## config.mk

```make
export PLATFORM = sky130hd
export DESIGN_NAME = ayatsuki_mem_arbiter
export DESIGN_NICKNAME = d
export VERILOG_FILES = /design/src/rtl/ayatsuki_mem_arbiter_pkg.sv /design/src/rtl/ayatsuki_mem_arbiter.sv
export SDC_FILE = /design/constraint.sdc
export NUM_CORES = 1
export LEC_CHECK = 0
export BUFFER_PORTS_ARGS = -buffer_cell sky130_fd_sc_hd__buf_2
export CAP_MARGIN = 0
export CORE_MARGIN = 10
export CORE_UTILIZATION = 25
export CTS_CLUSTER_SIZE = 25
export DETAILED_ROUTE_END_ITERATION = 10
export PLACE_DENSITY_LB_ADDON = 0.12
export SYNTH_ARGS = -nofsm -noshare
export SYNTH_HDL_FRONTEND = slang
export SYNTH_SLANG_ARGS = --single-unit
```

## constraint.sdc

```tcl
create_clock -name clk -period 1.8 [get_ports clk]
set_input_delay 0.27 -clock clk [delete_from_list [all_inputs] [get_ports clk]]
set_output_delay 0.27 -clock clk [all_outputs]
set_load 0.02 [all_outputs]
```

## src/rtl/ayatsuki_mem_arbiter_pkg.sv

```systemverilog
// Shared types and constants for the ayatsuki fetch/data memory arbiter.
package ayatsuki_mem_arbiter_pkg;

  typedef enum logic [0:0] {
    ARB_FETCH   = 1'b0,
    ARB_REFETCH = 1'b1
  } arb_state_e;

  typedef logic [31:0] inst_bus_t;
  typedef logic [31:0] data_bus_t;

  localparam inst_bus_t INST_NOP  = 32'h0000_0013;
  localparam data_bus_t DATA_ZERO = 32'h0000_0000;

endpackage

```

## src/rtl/ayatsuki_mem_arbiter.sv

```systemverilog
// Arbitrates one single-port sync-read RAM between instruction fetch and the
// load/store port; a data access steals the port and stalls the core 2 cycles.
module ayatsuki_mem_arbiter
  import ayatsuki_mem_arbiter_pkg::*;
#(
  parameter int unsigned ADDR_W = 32,
  parameter int unsigned RAM_AW = 9
) (
  input  logic              clk,
  input  logic              rst_n,
  input  logic [ADDR_W-1:0] inst_addr_i,
  output logic [31:0]       inst_o,
  input  logic              mem_enable_i,
  input  logic              mem_r_enable_i,
  input  logic              mem_w_enable_i,
  input  logic [ADDR_W-1:0] mem_r_addr_i,
  input  logic [ADDR_W-1:0] mem_w_addr_i,
  input  logic [31:0]       mem_w_data_i,
  output logic [31:0]       mem_data_o,
  output logic              stall_o,
  output logic              ram_en_o,
  output logic              ram_we_o,
  output logic [RAM_AW-1:0] ram_addr_o,
  output logic [31:0]       ram_wdata_o,
  input  logic [31:0]       ram_rdata_i
);

  arb_state_e state_q, state_d;
  logic       fetch_q, fetch_d;
  logic       served_q, served_d;
  logic       rd_pend_q, rd_pend_d;
  inst_bus_t  inst_hold_q, inst_hold_d;
  data_bus_t  data_q, data_d;

  logic              dreq_s;
  logic              wr_s;
  logic              grant_s;
  logic [ADDR_W-1:0] daddr_s;
  logic              d_in_range_s;
  logic              f_in_range_s;
  inst_bus_t         inst_s;
  logic              unused_s;

  // Write wins when both strobes are up, so the write address selects.
  assign wr_s         = mem_w_enable_i;
  assign dreq_s       = mem_enable_i & (mem_r_enable_i | mem_w_enable_i);
  assign daddr_s      = wr_s ? mem_w_addr_i : mem_r_addr_i;
  assign d_in_range_s = (daddr_s[ADDR_W-1:RAM_AW+2] == '0);
  assign f_in_range_s = (inst_addr_i[ADDR_W-1:RAM_AW+2] == '0);
  assign grant_s      = (state_q == ARB_FETCH) & dreq_s & ~served_q;
  assign inst_s       = fetch_q ? ram_rdata_i : inst_hold_q;
  assign unused_s     = ^{daddr_s[1:0], inst_addr_i[1:0]};

  // State and flag registers.
  always_ff @(posedge clk) begin
    if (!rst_n) begin
      state_q     <= ARB_FETCH;
      fetch_q     <= 1'b0;
      served_q    <= 1'b0;
      rd_pend_q   <= 1'b0;
      inst_hold_q <= INST_NOP;
      data_q      <= DATA_ZERO;
    end else begin
      state_q     <= state_d;
      fetch_q     <= fetch_d;
      served_q    <= served_d;
      rd_pend_q   <= rd_pend_d;
      inst_hold_q <= inst_hold_d;
      data_q      <= data_d;
    end
  end

  // Next-state logic; an out-of-range fetch parks a NOP in the hold register.
  always_comb begin
    state_d     = state_q;
    fetch_d     = fetch_q;
    served_d    = served_q;
    rd_pend_d   = rd_pend_q;
    data_d      = data_q;
    inst_hold_d = inst_s;
    case (state_q)
      ARB_FETCH: begin
        if (grant_s) begin
          state_d   = ARB_REFETCH;
          fetch_d   = 1'b0;
          served_d  = 1'b0;
          rd_pend_d = ~wr_s & d_in_range_s;
        end else begin
          fetch_d   = f_in_range_s;
          served_d  = 1'b0;
          rd_pend_d = 1'b0;
          if (!f_in_range_s) begin
            inst_hold_d = INST_NOP;
          end else begin
            inst_hold_d = inst_s;
          end
        end
      end
      ARB_REFETCH: begin
        state_d   = ARB_FETCH;
        fetch_d   = f_in_range_s;
        served_d  = 1'b1;
        rd_pend_d = 1'b0;
        data_d    = rd_pend_q ? ram_rdata_i : DATA_ZERO;
        if (!f_in_range_s) begin
          inst_hold_d = INST_NOP;
        end else begin
          inst_hold_d = inst_s;
        end
      end
      default: begin
        state_d   = ARB_FETCH;
        fetch_d   = 1'b0;
        served_d  = 1'b0;
        rd_pend_d = 1'b0;
      end
    endcase
  end

  // Port steering and core-facing outputs; everything is quiet while in reset.
  always_comb begin
    inst_o      = inst_s;
    stall_o     = 1'b0;
    ram_en_o    = 1'b0;
    ram_we_o    = 1'b0;
    ram_addr_o  = inst_addr_i[RAM_AW+1:2];
    ram_wdata_o = mem_w_data_i;
    mem_data_o  = DATA_ZERO;
    if (!rst_n) begin
      inst_o = INST_NOP;
    end else begin
      case (state_q)
        ARB_FETCH: begin
          if (grant_s) begin
            stall_o    = 1'b1;
            ram_en_o   = d_in_range_s;
            ram_we_o   = wr_s & d_in_range_s;
            ram_addr_o = daddr_s[RAM_AW+1:2];
          end else begin
            ram_en_o   = f_in_range_s;
            mem_data_o = served_q ? data_q : DATA_ZERO;
          end
        end
        ARB_REFETCH: begin
          stall_o  = 1'b1;
          ram_en_o = f_in_range_s;
        end
        default: begin
          stall_o = 1'b0;
        end
      endcase
    end
  end

endmodule
```

---- Word-level counts from Yosys, hierarchy flattened ----
Index checks and enable logic that the tools add are counted.
operators by class
  add/sub/neg operators ................... 0
  multiply operators ...................... 0
  div/mod/pow operators ................... 0
  $lt $le $gt $ge ......................... 0
  eq/ne operators ......................... 0
  shifts and indexed selects .............. 0
  multiplexer cells ....................... 29
  bitwise operators ....................... 9
  reductions and logical operators ........ 2
operator list
  kind                                 number
  two-way mux 32 bit                   10
  one-hot mux 32 bit (2 select lines)  1
  zero test 21 bit                     2
  two-way mux 9 bit                    3
  one-hot mux 1 bit (2 select lines)   6
  two-way mux 1 bit                    9
  AND 1 bit                            5
  NOT 1 bit                            3
  bitwise OR 1 bit                     1
storage, ports and cells
  flip-flop bits (word level) ............. 68
  bits in latches ......................... 0
  RAM bits ................................ 0
  memory bits (read-only) ................. 0
  input bits .............................. 165
  output and inout port bits .............. 108
  logic and storage cells ................. 46
  memories ................................ 0

---- Logic depth before layout (Yosys ltp) ----
Gate-level depths: netlist of run 1.
  depth in word-level cells ............... 7
  gate-level depth with buffers ........... 6
  mapped depth without buffers ............ 5

---- Worst setup path after synthesis of run 1 ----
Ideal clock, no wire load.
  path type ............................... reg-to-output
  start point ............................. reg state_q
  end point ............................... out ram_we_o
  arrival time ............................ 1.600 ns
  required time ........................... 1.530 ns
  slack ................................... -0.070 ns
  cell stages (with the launch flop) ...... 6
  buffers on the path ..................... 1
  path through ............................ dfxtp_1 -> or4b_1 -> nor2_1 -> buf_4 -> o211ai_1 -> nor2_1
on the way
  longest elaborated chain between the ends .. 6
RTL lines
  what                      RTL line                     RTL
  start: declaration        ayatsuki_mem_arbiter.sv:28   arb_state_e state_q, state_d;
  start signal: assignment  ayatsuki_mem_arbiter.sv:64   state_q <= state_d;
  NOT 1 bit                 n/a
  AND 1 bit (2 in a row)    ayatsuki_mem_arbiter.sv:50   assign grant_s = (state_q == ARB_FETCH) & dreq_s & ~served_q;
  two-way mux 1 bit         ayatsuki_mem_arbiter.sv:134  if (grant_s) begin
  two-way mux 1 bit *       ayatsuki_mem_arbiter.sv:132  case (state_q)
  two-way mux 1 bit *       ayatsuki_mem_arbiter.sv:129  if (!rst_n) begin
  end: declaration          ayatsuki_mem_arbiter.sv:22   output logic ram_we_o,
Every way passes the cells marked *; elsewhere a longest branch is shown, timed or not.

---- Final worst setup path of run 1 ----
  start point ............................. reg state_q
  end point ............................... out ram_addr_o[7]
on the way
  longest elaborated chain between the ends .. 6
RTL lines
  what                    RTL line                     RTL
  NOT 1 bit               n/a
  AND 1 bit (2 in a row)  ayatsuki_mem_arbiter.sv:50
  two-way mux 9 bit       ayatsuki_mem_arbiter.sv:134
  two-way mux 9 bit *     ayatsuki_mem_arbiter.sv:132
  two-way mux 9 bit *     ayatsuki_mem_arbiter.sv:129
  end: declaration        ayatsuki_mem_arbiter.sv:23   output logic [RAM_AW-1:0] ram_addr_o,
Marked as above.

==> results of run 1 <==
what timing repair did:
item / 4_1_cts / 5_1_grt
gates resized for setup: 27 / 12
endpoints found under the setup margin: 18 / 17
pin swaps: 3 / 2
setup buffers: 1 / 2
gates cloned: 1 / 0
path summary, 6_finish.rpt:
| check | endpoint |
|---|---|
| setup / recovery | ram_addr_o[7] |
| hold / removal | data_q[13]$_SDFFE_PN0P_ |
| setup reg to reg | rd_pend_q$_SDFF_PP0_ |
| hold reg to reg | data_q[11]$_SDFFE_PN0P_ |
power breakdown:
group	total (uW)	switching [uW]	leakage, uW	internal [uW]
Sequential	1510	1.03	0.000549	1510
Clock	1730	605	0.000145	1130
Combinational	446	218	0.00143	228
Total	3690	824	0.00213	2870
logic make-up (layout without fill, tap and decap cells):
family	after synthesis	after routing	synth area share [%]
and+or+nand+nor	205	205	29.2
DFF	68	68	40.5
buffers and inverters	66	246	11.5
muxes	41	41	12.2
AOI/OAI and AO/OA	43	43	6.48
worst reg2reg max path, cell delays in order, from the launching register on:
cell and delay (ps):
sky130_fd_sc_hd__dfxtp_2 310, sky130_fd_sc_hd__or4b_4 550, sky130_fd_sc_hd__nor2_4 110, sky130_fd_sc_hd__buf_8 140, sky130_fd_sc_hd__o211ai_1 150, sky130_fd_sc_hd__buf_4 170, sky130_fd_sc_hd__buf_4 120, sky130_fd_sc_hd__nor2_1 90
sequential cells by signal, indices dropped and copies added, names as in the netlist:
register / flops
fetch_q: 1
inst_hold_q: 32
data_q: 32
rd_pend_q: 1
state_q: 1
served_q: 1
cells in the mapped netlist, types with 2 or more instances:
cell,instances
sky130_fd_sc_hd__a21oi_1,41
sky130_fd_sc_hd__and2_1,2
sky130_fd_sc_hd__buf_1,2
sky130_fd_sc_hd__buf_2,6
sky130_fd_sc_hd__buf_4,33
sky130_fd_sc_hd__clkbuf_1,20
sky130_fd_sc_hd__dfxtp_1,68
sky130_fd_sc_hd__inv_1,4
sky130_fd_sc_hd__mux2i_1,41
sky130_fd_sc_hd__nand2_1,38
sky130_fd_sc_hd__nand2b_1,32
sky130_fd_sc_hd__nand3_1,3
sky130_fd_sc_hd__nor2_1,77
sky130_fd_sc_hd__nor3_1,30
sky130_fd_sc_hd__nor4_1,12
sky130_fd_sc_hd__or2_2,2
sky130_fd_sc_hd__or4_1,3
per-layer routing:
metal	part of all wire [%]	wire, um	vias to the layer above	global-route usage, %
li1	-	-	1727	-
met1	39	4730	1510	13.6
met2	48	5880	139	21.5
met3	11	1290	32	6.13
met4	2.0	247	2	5.56
met5	0.090	11	-	0
cells in the final DEF, fill, tap and decap left out, types with 4 or more instances in the layout:
cell                        Yosys  layout
sky130_fd_sc_hd__nand2b_1      32      32
sky130_fd_sc_hd__nor4_1        12      12
sky130_fd_sc_hd__nor2_2         0       4
sky130_fd_sc_hd__buf_6          1      12
sky130_fd_sc_hd__dfxtp_1       68      66
sky130_fd_sc_hd__nor3_1        30      30
sky130_fd_sc_hd__a21oi_1       41      32
sky130_fd_sc_hd__nand2_1       38      38
sky130_fd_sc_hd__buf_4         33      17
sky130_fd_sc_hd__a21oi_2        0       9
sky130_fd_sc_hd__mux2i_1       41      39
sky130_fd_sc_hd__buf_12         0       5
sky130_fd_sc_hd__buf_2          6     191
sky130_fd_sc_hd__clkbuf_16      0       9
sky130_fd_sc_hd__nor2_1        77      70
layout make-up:
| class | count | area, um2 | share of cell area (%) |
|---|---|---|---|
| flip-flops and latches | 68 | 1360 | 27.5 |
| multi-input cells | 289 | 1690 | 34.1 |
| clock buffers | 12 | 256 | 5.18 |
| inverters | 4 | 15.0 | 0.303 |
| repair buffers | 228 | 1380 | 27.8 |
| clock inverters | 2 | 35.0 | 0.707 |
| well taps | 176 | 220 | 4.44 |
metrics by stage:
stage | worst slack [ps] | cell area [um2] | hold slack, ps
2_1_floorplan | 2.65 | 3390 | 397
3_3_place_gp | -119 | 4480 | 464
3_5_place_dp | -136 | 4480 | 474
4_1_cts | -378 | 4890 | 174
5_1_grt | -420 | 4950 | 189
6_report | -331 | 4950 | 193
==> metrics.txt, run 1 <==
# TYPE chip_impl_metric gauge
chip_impl_info{name="status",value="finished, violations left"} 1
chip_impl_info{name="violations",value="setup timing"} 1
chip_impl_metric{name="dieWidth",unit="um"} 136
chip_impl_metric{name="start_util",unit="%"} 25.5
chip_impl_metric{name="detail_route.iter0.violations",unit=""} 109
chip_impl_metric{name="finalClockSkew",unit="ps"} 4.71
chip_impl_metric{name="post-route-worst-setup-slack",unit="ps"} -331
chip_impl_info{name="cts_root_buffer",value="sky130_fd_sc_hd__clkbuf_16"} 1
chip_impl_metric{name="power.total",unit="uW"} 3690
chip_impl_metric{name="grt_start_max_net_pins",unit=""} 52
chip_impl_metric{name="route.antenna.remaining_nets",unit=""} 0
chip_impl_metric{name="synthArstFlopShare",unit="%"} 0
chip_impl_metric{name="clock_sink_count",unit=""} 68
chip_impl_metric{name="ys_seq_elements",unit=""} 68
chip_impl_metric{name="holdBufCountCts",unit=""} 0
chip_impl_metric{name="tightest_slew",unit="ps"} 411
chip_impl_metric{name="insertion_delay",unit="ps"} 330
chip_impl_metric{name="post_place_cells",unit=""} 761
chip_impl_metric{name="layout-drive-gt1-share",unit="%"} 44.3
chip_impl_metric{name="critical_path_cell_count",unit=""} 7
chip_impl_metric{name="place.port_buffers",unit=""} 202
chip_impl_info{name="cpMaxStageDelayCell",value="sky130_fd_sc_hd__or4b_4"} 1
chip_impl_metric{name="post_synth.cell_area_avg",unit="um2"} 7.94
chip_impl_info{name="worst_hold_path_class",value="input port to flop"} 1
chip_impl_metric{name="drc_errors",unit=""} 0
chip_impl_metric{name="yosys_warning_total",unit=""} 0
chip_impl_info{name="tritoncts",value="yes"} 1
chip_impl_metric{name="track_usage",unit="%"} 12.9
chip_impl_metric{name="final_critical_path_share_of_the_clock_period",unit="%"} 118
chip_impl_metric{name="final_wtd_congestion",unit=""} 0.833
chip_impl_metric{name="timing.setup.tns",unit="ps"} -3420
chip_impl_metric{name="timing.final.hold_violations",unit=""} 0
chip_impl_metric{name="timing.reg2reg.setup_slack",unit="ps"} 100
chip_impl_info{name="timing.critical_path.to_type",value="primary output"} 1
chip_impl_metric{name="design.final.nets",unit=""} 765
chip_impl_metric{name="max-cap-violations",unit=""} 0
chip_impl_metric{name="area_growth_syn_to_fin",unit="%"} 47.5
chip_impl_metric{name="tritoncts_buffers",unit=""} 9
chip_impl_metric{name="critical_path_required",unit="ps"} 1530
chip_impl_metric{name="fmax",unit="MHz"} 469
chip_impl_metric{name="placeableCoreArea",unit="um2"} 13200
chip_impl_metric{name="synth_cells",unit=""} 423
chip_impl_metric{name="highest_net_fanout_along_the_worst_path",unit=""} 7
chip_impl_metric{name="r2r.worst_path.cells",unit=""} 7
chip_impl_info{name="synthFlopType",value="sky130_fd_sc_hd__dfxtp_1"} 1
chip_impl_metric{name="worst_slew_margin_rel",unit="%"} 72.6
chip_impl_metric{name="floorplan_die_area",unit="um2"} 18500
chip_impl_info{name="timing.hold.worst.start",value="ram_rdata_i[13]"} 1
chip_impl_metric{name="drt-pass1-iter-count",unit=""} 4
chip_impl_metric{name="timing.final.crit_period",unit="ps"} 2130
chip_impl_metric{name="setup_violations",unit=""} 11
chip_impl_metric{name="synth_largest_type_area_fraction",unit="%"} 40.5
chip_impl_info{name="timing.critical_path.max_delay_family",value="simple AND/OR/NAND/NOR gates"} 1
chip_impl_metric{name="drt-vias-per-instance",unit=""} 4.38
chip_impl_info{name="timing.critical_path.cells",value="or4b_4 -> nor2_4 -> buf_8 -> buf_12 -> nor2_1 -> a21oi_2 -> buf_6"} 1
chip_impl_metric{name="signal_arrival_time_at_the_worst_endpoint",unit="ps"} 1860
chip_impl_metric{name="synth-edff-count",unit=""} 0
chip_impl_metric{name="worstHoldPathCells",unit=""} 3
chip_impl_info{name="synth_largest_area_cell",value="sky130_fd_sc_hd__dfxtp_1"} 1
chip_impl_metric{name="design.portCount",unit=""} 273
chip_impl_metric{name="antenna_violations_before_repair",unit=""} 1
chip_impl_metric{name="p_leak",unit="uW"} 0.00213
chip_impl_metric{name="grt_first_pass_wirelength",unit="um"} 19000
chip_impl_info{name="netlist_top_cells_area",value="sky130_fd_sc_hd__dfxtp_1, sky130_fd_sc_hd__mux2i_1, sky130_fd_sc_hd__nor2_1"} 1
chip_impl_metric{name="wirelength",unit="um"} 12200
chip_impl_metric{name="drt-wirelength-per-cell",unit="um"} 15.6
chip_impl_metric{name="slew_violations",unit=""} 0
chip_impl_metric{name="chipHeight",unit="um"} 136
chip_impl_metric{name="critPathMaxStageDelay",unit="ps"} 550
chip_impl_metric{name="cts-root-to-sink-buffers",unit=""} 2
chip_impl_metric{name="power_density",unit="nW/um2"} 745
chip_impl_metric{name="timing.critical_path.buf_inv",unit=""} 3
chip_impl_info{name="r2r-start",value="state_q$_SDFF_PP0_"} 1
chip_impl_metric{name="placement_rows",unit=""} 42
chip_impl_metric{name="largest_vdd_supply_drop",unit="V"} 0.000348
chip_impl_metric{name="routed-via-count",unit=""} 3410
chip_impl_info{name="criticalPathCategory",value="flop to primary output"} 1
chip_impl_metric{name="synth_nets",unit=""} 588
chip_impl_metric{name="nFillCells",unit=""} 1386
chip_impl_metric{name="detailed_place_hpwl",unit="um"} 9430
chip_impl_info{name="setup.worst_path.start",value="state_q$_SDFF_PP0_"} 1
chip_impl_metric{name="final_core_occ",unit="%"} 37.6
chip_impl_info{name="rsz0062_at_grt",value="yes"} 1
chip_impl_info{name="cp-start-kind",value="flop"} 1
chip_impl_metric{name="synth.yosys.seq_area_share",unit="%"} 40.5
chip_impl_metric{name="antennaDiodeCount",unit=""} 0
chip_impl_metric{name="grt_remaining_overflow",unit=""} 0
chip_impl_metric{name="path_clk_slew",unit="ps"} 50
chip_impl_metric{name="first_global_vias",unit=""} 3625
chip_impl_metric{name="post_layout_nonfiller_instances",unit=""} 779
chip_impl_metric{name="synth_cell_types",unit=""} 26
chip_impl_metric{name="cts_max_level",unit=""} 3
chip_impl_metric{name="post_synthesis_cell_area",unit="um2"} 3360
(Power assumes the default switching activity.)
==> inputs of run 2 (changes only) <==
- MAX_ROUTING_LAYER: unset -> met4
==> run 2 against run 1 <==
The flow still finishes with violations (setup timing). Final area is essentially flat. Clock power is essentially flat. Global-route usage grew 0.36 points. Register-to-register slack is essentially flat. Sequential power is essentially flat. First-iteration DRC count grew 28%. Via count shrank 0.38%. Setup slack gained 6.5 ps. Die area is the same. Total power is essentially flat. Combinational power is essentially flat. Non-clock buffer count is the same. Critical endpoint unchanged. Largest power group unchanged.
==> metrics.txt, run 2 (synthesized netlist as in run 1, its figures left out) <==
# TYPE chip_impl_metric gauge
chip_impl_metric{name="power_density",unit="nW/um2"} 744
chip_impl_metric{name="layout-drive-gt1-share",unit="%"} 44.3
chip_impl_info{name="cp-start-kind",value="flop"} 1
chip_impl_metric{name="fmax",unit="MHz"} 471
chip_impl_metric{name="grt_remaining_overflow",unit=""} 0
chip_impl_metric{name="dieWidth",unit="um"} 136
chip_impl_metric{name="pre_cts_slack",unit="ps"} -136
chip_impl_metric{name="final_critical_path_share_of_the_clock_period",unit="%"} 118
chip_impl_info{name="largestRegisters",value="data_q: 32 flops, inst_hold_q: 32 flops"} 1
chip_impl_info{name="r2r-start",value="state_q$_SDFF_PP0_"} 1
chip_impl_metric{name="timing.setup.tns",unit="ps"} -3400
chip_impl_metric{name="drc_errors",unit=""} 0
chip_impl_metric{name="route.antenna.remaining_nets",unit=""} 0
chip_impl_metric{name="finalClockSkew",unit="ps"} 4.22
chip_impl_metric{name="track_usage",unit="%"} 13.2
chip_impl_metric{name="placeableCoreArea",unit="um2"} 13200
chip_impl_metric{name="grt_start_max_net_pins",unit=""} 52
chip_impl_metric{name="grt_first_pass_wirelength",unit="um"} 19000
chip_impl_metric{name="setup_violations",unit=""} 11
chip_impl_info{name="timing.hold.worst.start",value="ram_rdata_i[0]"} 1
chip_impl_metric{name="floorplan_die_area",unit="um2"} 18500
chip_impl_metric{name="critPathMaxStageDelay",unit="ps"} 550
chip_impl_info{name="setup.worst_path.start",value="state_q$_SDFF_PP0_"} 1
chip_impl_metric{name="antenna_violations_before_repair",unit=""} 1
chip_impl_metric{name="critical_path_cell_count",unit=""} 7
chip_impl_metric{name="post-route-worst-setup-slack",unit="ps"} -324
chip_impl_metric{name="tritoncts_buffers",unit=""} 9
chip_impl_metric{name="chipHeight",unit="um"} 136
chip_impl_info{name="timing.critical_path.cells",value="or4b_4 -> nor2_4 -> buf_8 -> buf_12 -> nor2_1 -> a21oi_2 -> buf_6"} 1
chip_impl_metric{name="drt-pass1-iter-count",unit=""} 4
chip_impl_info{name="status",value="finished, violations left"} 1
chip_impl_metric{name="insertion_delay",unit="ps"} 330
chip_impl_metric{name="worst_slew_margin_rel",unit="%"} 72.6
chip_impl_metric{name="routed-via-count",unit=""} 3397
chip_impl_metric{name="path_clk_slew",unit="ps"} 50
chip_impl_info{name="cpMaxStageDelayCell",value="sky130_fd_sc_hd__or4b_4"} 1
chip_impl_metric{name="timing.final.crit_period",unit="ps"} 2120
chip_impl_metric{name="largest_vdd_supply_drop",unit="V"} 0.000344
chip_impl_metric{name="r2r.worst_path.cells",unit=""} 7
chip_impl_info{name="criticalPathCategory",value="flop to primary output"} 1
chip_impl_metric{name="highest_net_fanout_along_the_worst_path",unit=""} 7
chip_impl_metric{name="cts-root-to-sink-buffers",unit=""} 2
chip_impl_metric{name="place.port_buffers",unit=""} 202
chip_impl_metric{name="slew_violations",unit=""} 0
chip_impl_metric{name="timing.reg2reg.setup_slack",unit="ps"} 100
chip_impl_metric{name="cts_max_level",unit=""} 3
chip_impl_metric{name="holdBufCountCts",unit=""} 0
chip_impl_metric{name="clock_sink_count",unit=""} 68
chip_impl_info{name="tritoncts",value="yes"} 1
chip_impl_metric{name="drt-wirelength-per-cell",unit="um"} 15.6
chip_impl_metric{name="design.final.nets",unit=""} 765
chip_impl_info{name="timing.critical_path.max_delay_family",value="simple AND/OR/NAND/NOR gates"} 1
chip_impl_metric{name="detailed_place_hpwl",unit="um"} 9430
chip_impl_info{name="worst_hold_path.endpoint",value="data_q[0]$_SDFFE_PN0P_"} 1
chip_impl_metric{name="timing.critical_path.buf_inv",unit=""} 3
chip_impl_metric{name="first_global_vias",unit=""} 3637
chip_impl_info{name="timing.critical_path.to_type",value="primary output"} 1
chip_impl_metric{name="signal_arrival_time_at_the_worst_endpoint",unit="ps"} 1850
chip_impl_info{name="worst_hold_path_class",value="input port to flop"} 1
chip_impl_info{name="most-common-layout-cells",value="sky130_fd_sc_hd__buf_2, sky130_fd_sc_hd__nor2_1, sky130_fd_sc_hd__dfxtp_1"} 1
chip_impl_info{name="violations",value="setup timing"} 1
chip_impl_metric{name="worstHoldPathCells",unit=""} 3
chip_impl_metric{name="placement_rows",unit=""} 42
chip_impl_metric{name="start_util",unit="%"} 25.5
chip_impl_metric{name="final_wtd_congestion",unit=""} 0.846
chip_impl_metric{name="area_growth_syn_to_fin",unit="%"} 47.6
chip_impl_metric{name="timing.final.hold_violations",unit=""} 0
chip_impl_metric{name="critical_path_required",unit="ps"} 1530
chip_impl_metric{name="wirelength",unit="um"} 12100
chip_impl_metric{name="detail_route.iter0.violations",unit=""} 140
chip_impl_info{name="cts_root_buffer",value="sky130_fd_sc_hd__clkbuf_16"} 1
chip_impl_metric{name="drt-vias-per-instance",unit=""} 4.36
chip_impl_metric{name="design.portCount",unit=""} 273
chip_impl_metric{name="p_leak",unit="uW"} 0.00213
chip_impl_info{name="rr_endpoint",value="rd_pend_q$_SDFF_PP0_"} 1
chip_impl_info{name="layout.cells.most_common",value="sky130_fd_sc_hd__buf_2"} 1
chip_impl_info{name="rsz0062_at_grt",value="yes"} 1
chip_impl_metric{name="max-cap-violations",unit=""} 0
chip_impl_metric{name="tightest_slew",unit="ps"} 411
[run 2: changes by cell type in the layout (fill, tap and decap cells not counted)]
cell,delta
sky130_fd_sc_hd__diode_2,+1
[run 2: how the worst max path moves through the flow]
| stage | to | slack (ps) |
|---|---|---|
| floorplan | ram_we_o | 3 |
| global placement | ram_we_o | -120 |
| detailed placement | ram_we_o | -140 |
| CTS | ram_we_o | -380 |
| global route | ram_addr_o[7] | -420 |
| finish | ram_addr_o[7] | -320 |
[run 2: timing repair]
action / CTS / global route
gates cloned: 1 / 0
endpoints found under the setup margin: 18 / 17
setup buffers: 1 / 2
pin swaps: 3 / 2
resized for setup: 27 / 12
[run 2: report_power, final]
part	internal, uW	switching (uW)
Clock	1130	604
Sequential	1510	1.03
Combinational	228	218
Total	2870	822
[run 2: stage by stage]
step                util (%)  area (um2)  instances  hold slack, ps  power [uW]
CTS                     37.1        4890        777             174        3750
finish                  37.6        4960        780             194        3690
global placement        33.9        4480        761             464        1940
floorplan                  -        3390        423             397        1810
global route            37.6        4960        780             189        3870
detailed placement      33.9        4480        761             474        1940
[run 2: final cells by class]
cell class	instances	area (um2)
multi-input cells	289	1690
clock buffers	12	256
inverters	4	15.0
clock inverters	2	35.0
diodes	1	2.50
well taps	176	220
flip-flops and latches	68	1360
fillers	1385	8230
repair buffers	228	1380
[run 2: per-layer routing]
| layer | vias up | GRT usage, % | part of all wire (%) |
|---|---|---|---|
| met5 | - | - | 0 |
| met3 | 23 | 5.17 | 8.7 |
| met2 | 133 | 21.5 | 48 |
| met4 | 0 | 5.56 | 1.9 |
| li1 | 1729 | - | - |
| met1 | 1512 | 14.2 | 41 |
[run 2: tightest hold or removal path, stage by stage]
cell                      delay, ps
sky130_fd_sc_hd__buf_2          100
sky130_fd_sc_hd__nand2_1         50
sky130_fd_sc_hd__a21oi_1         50
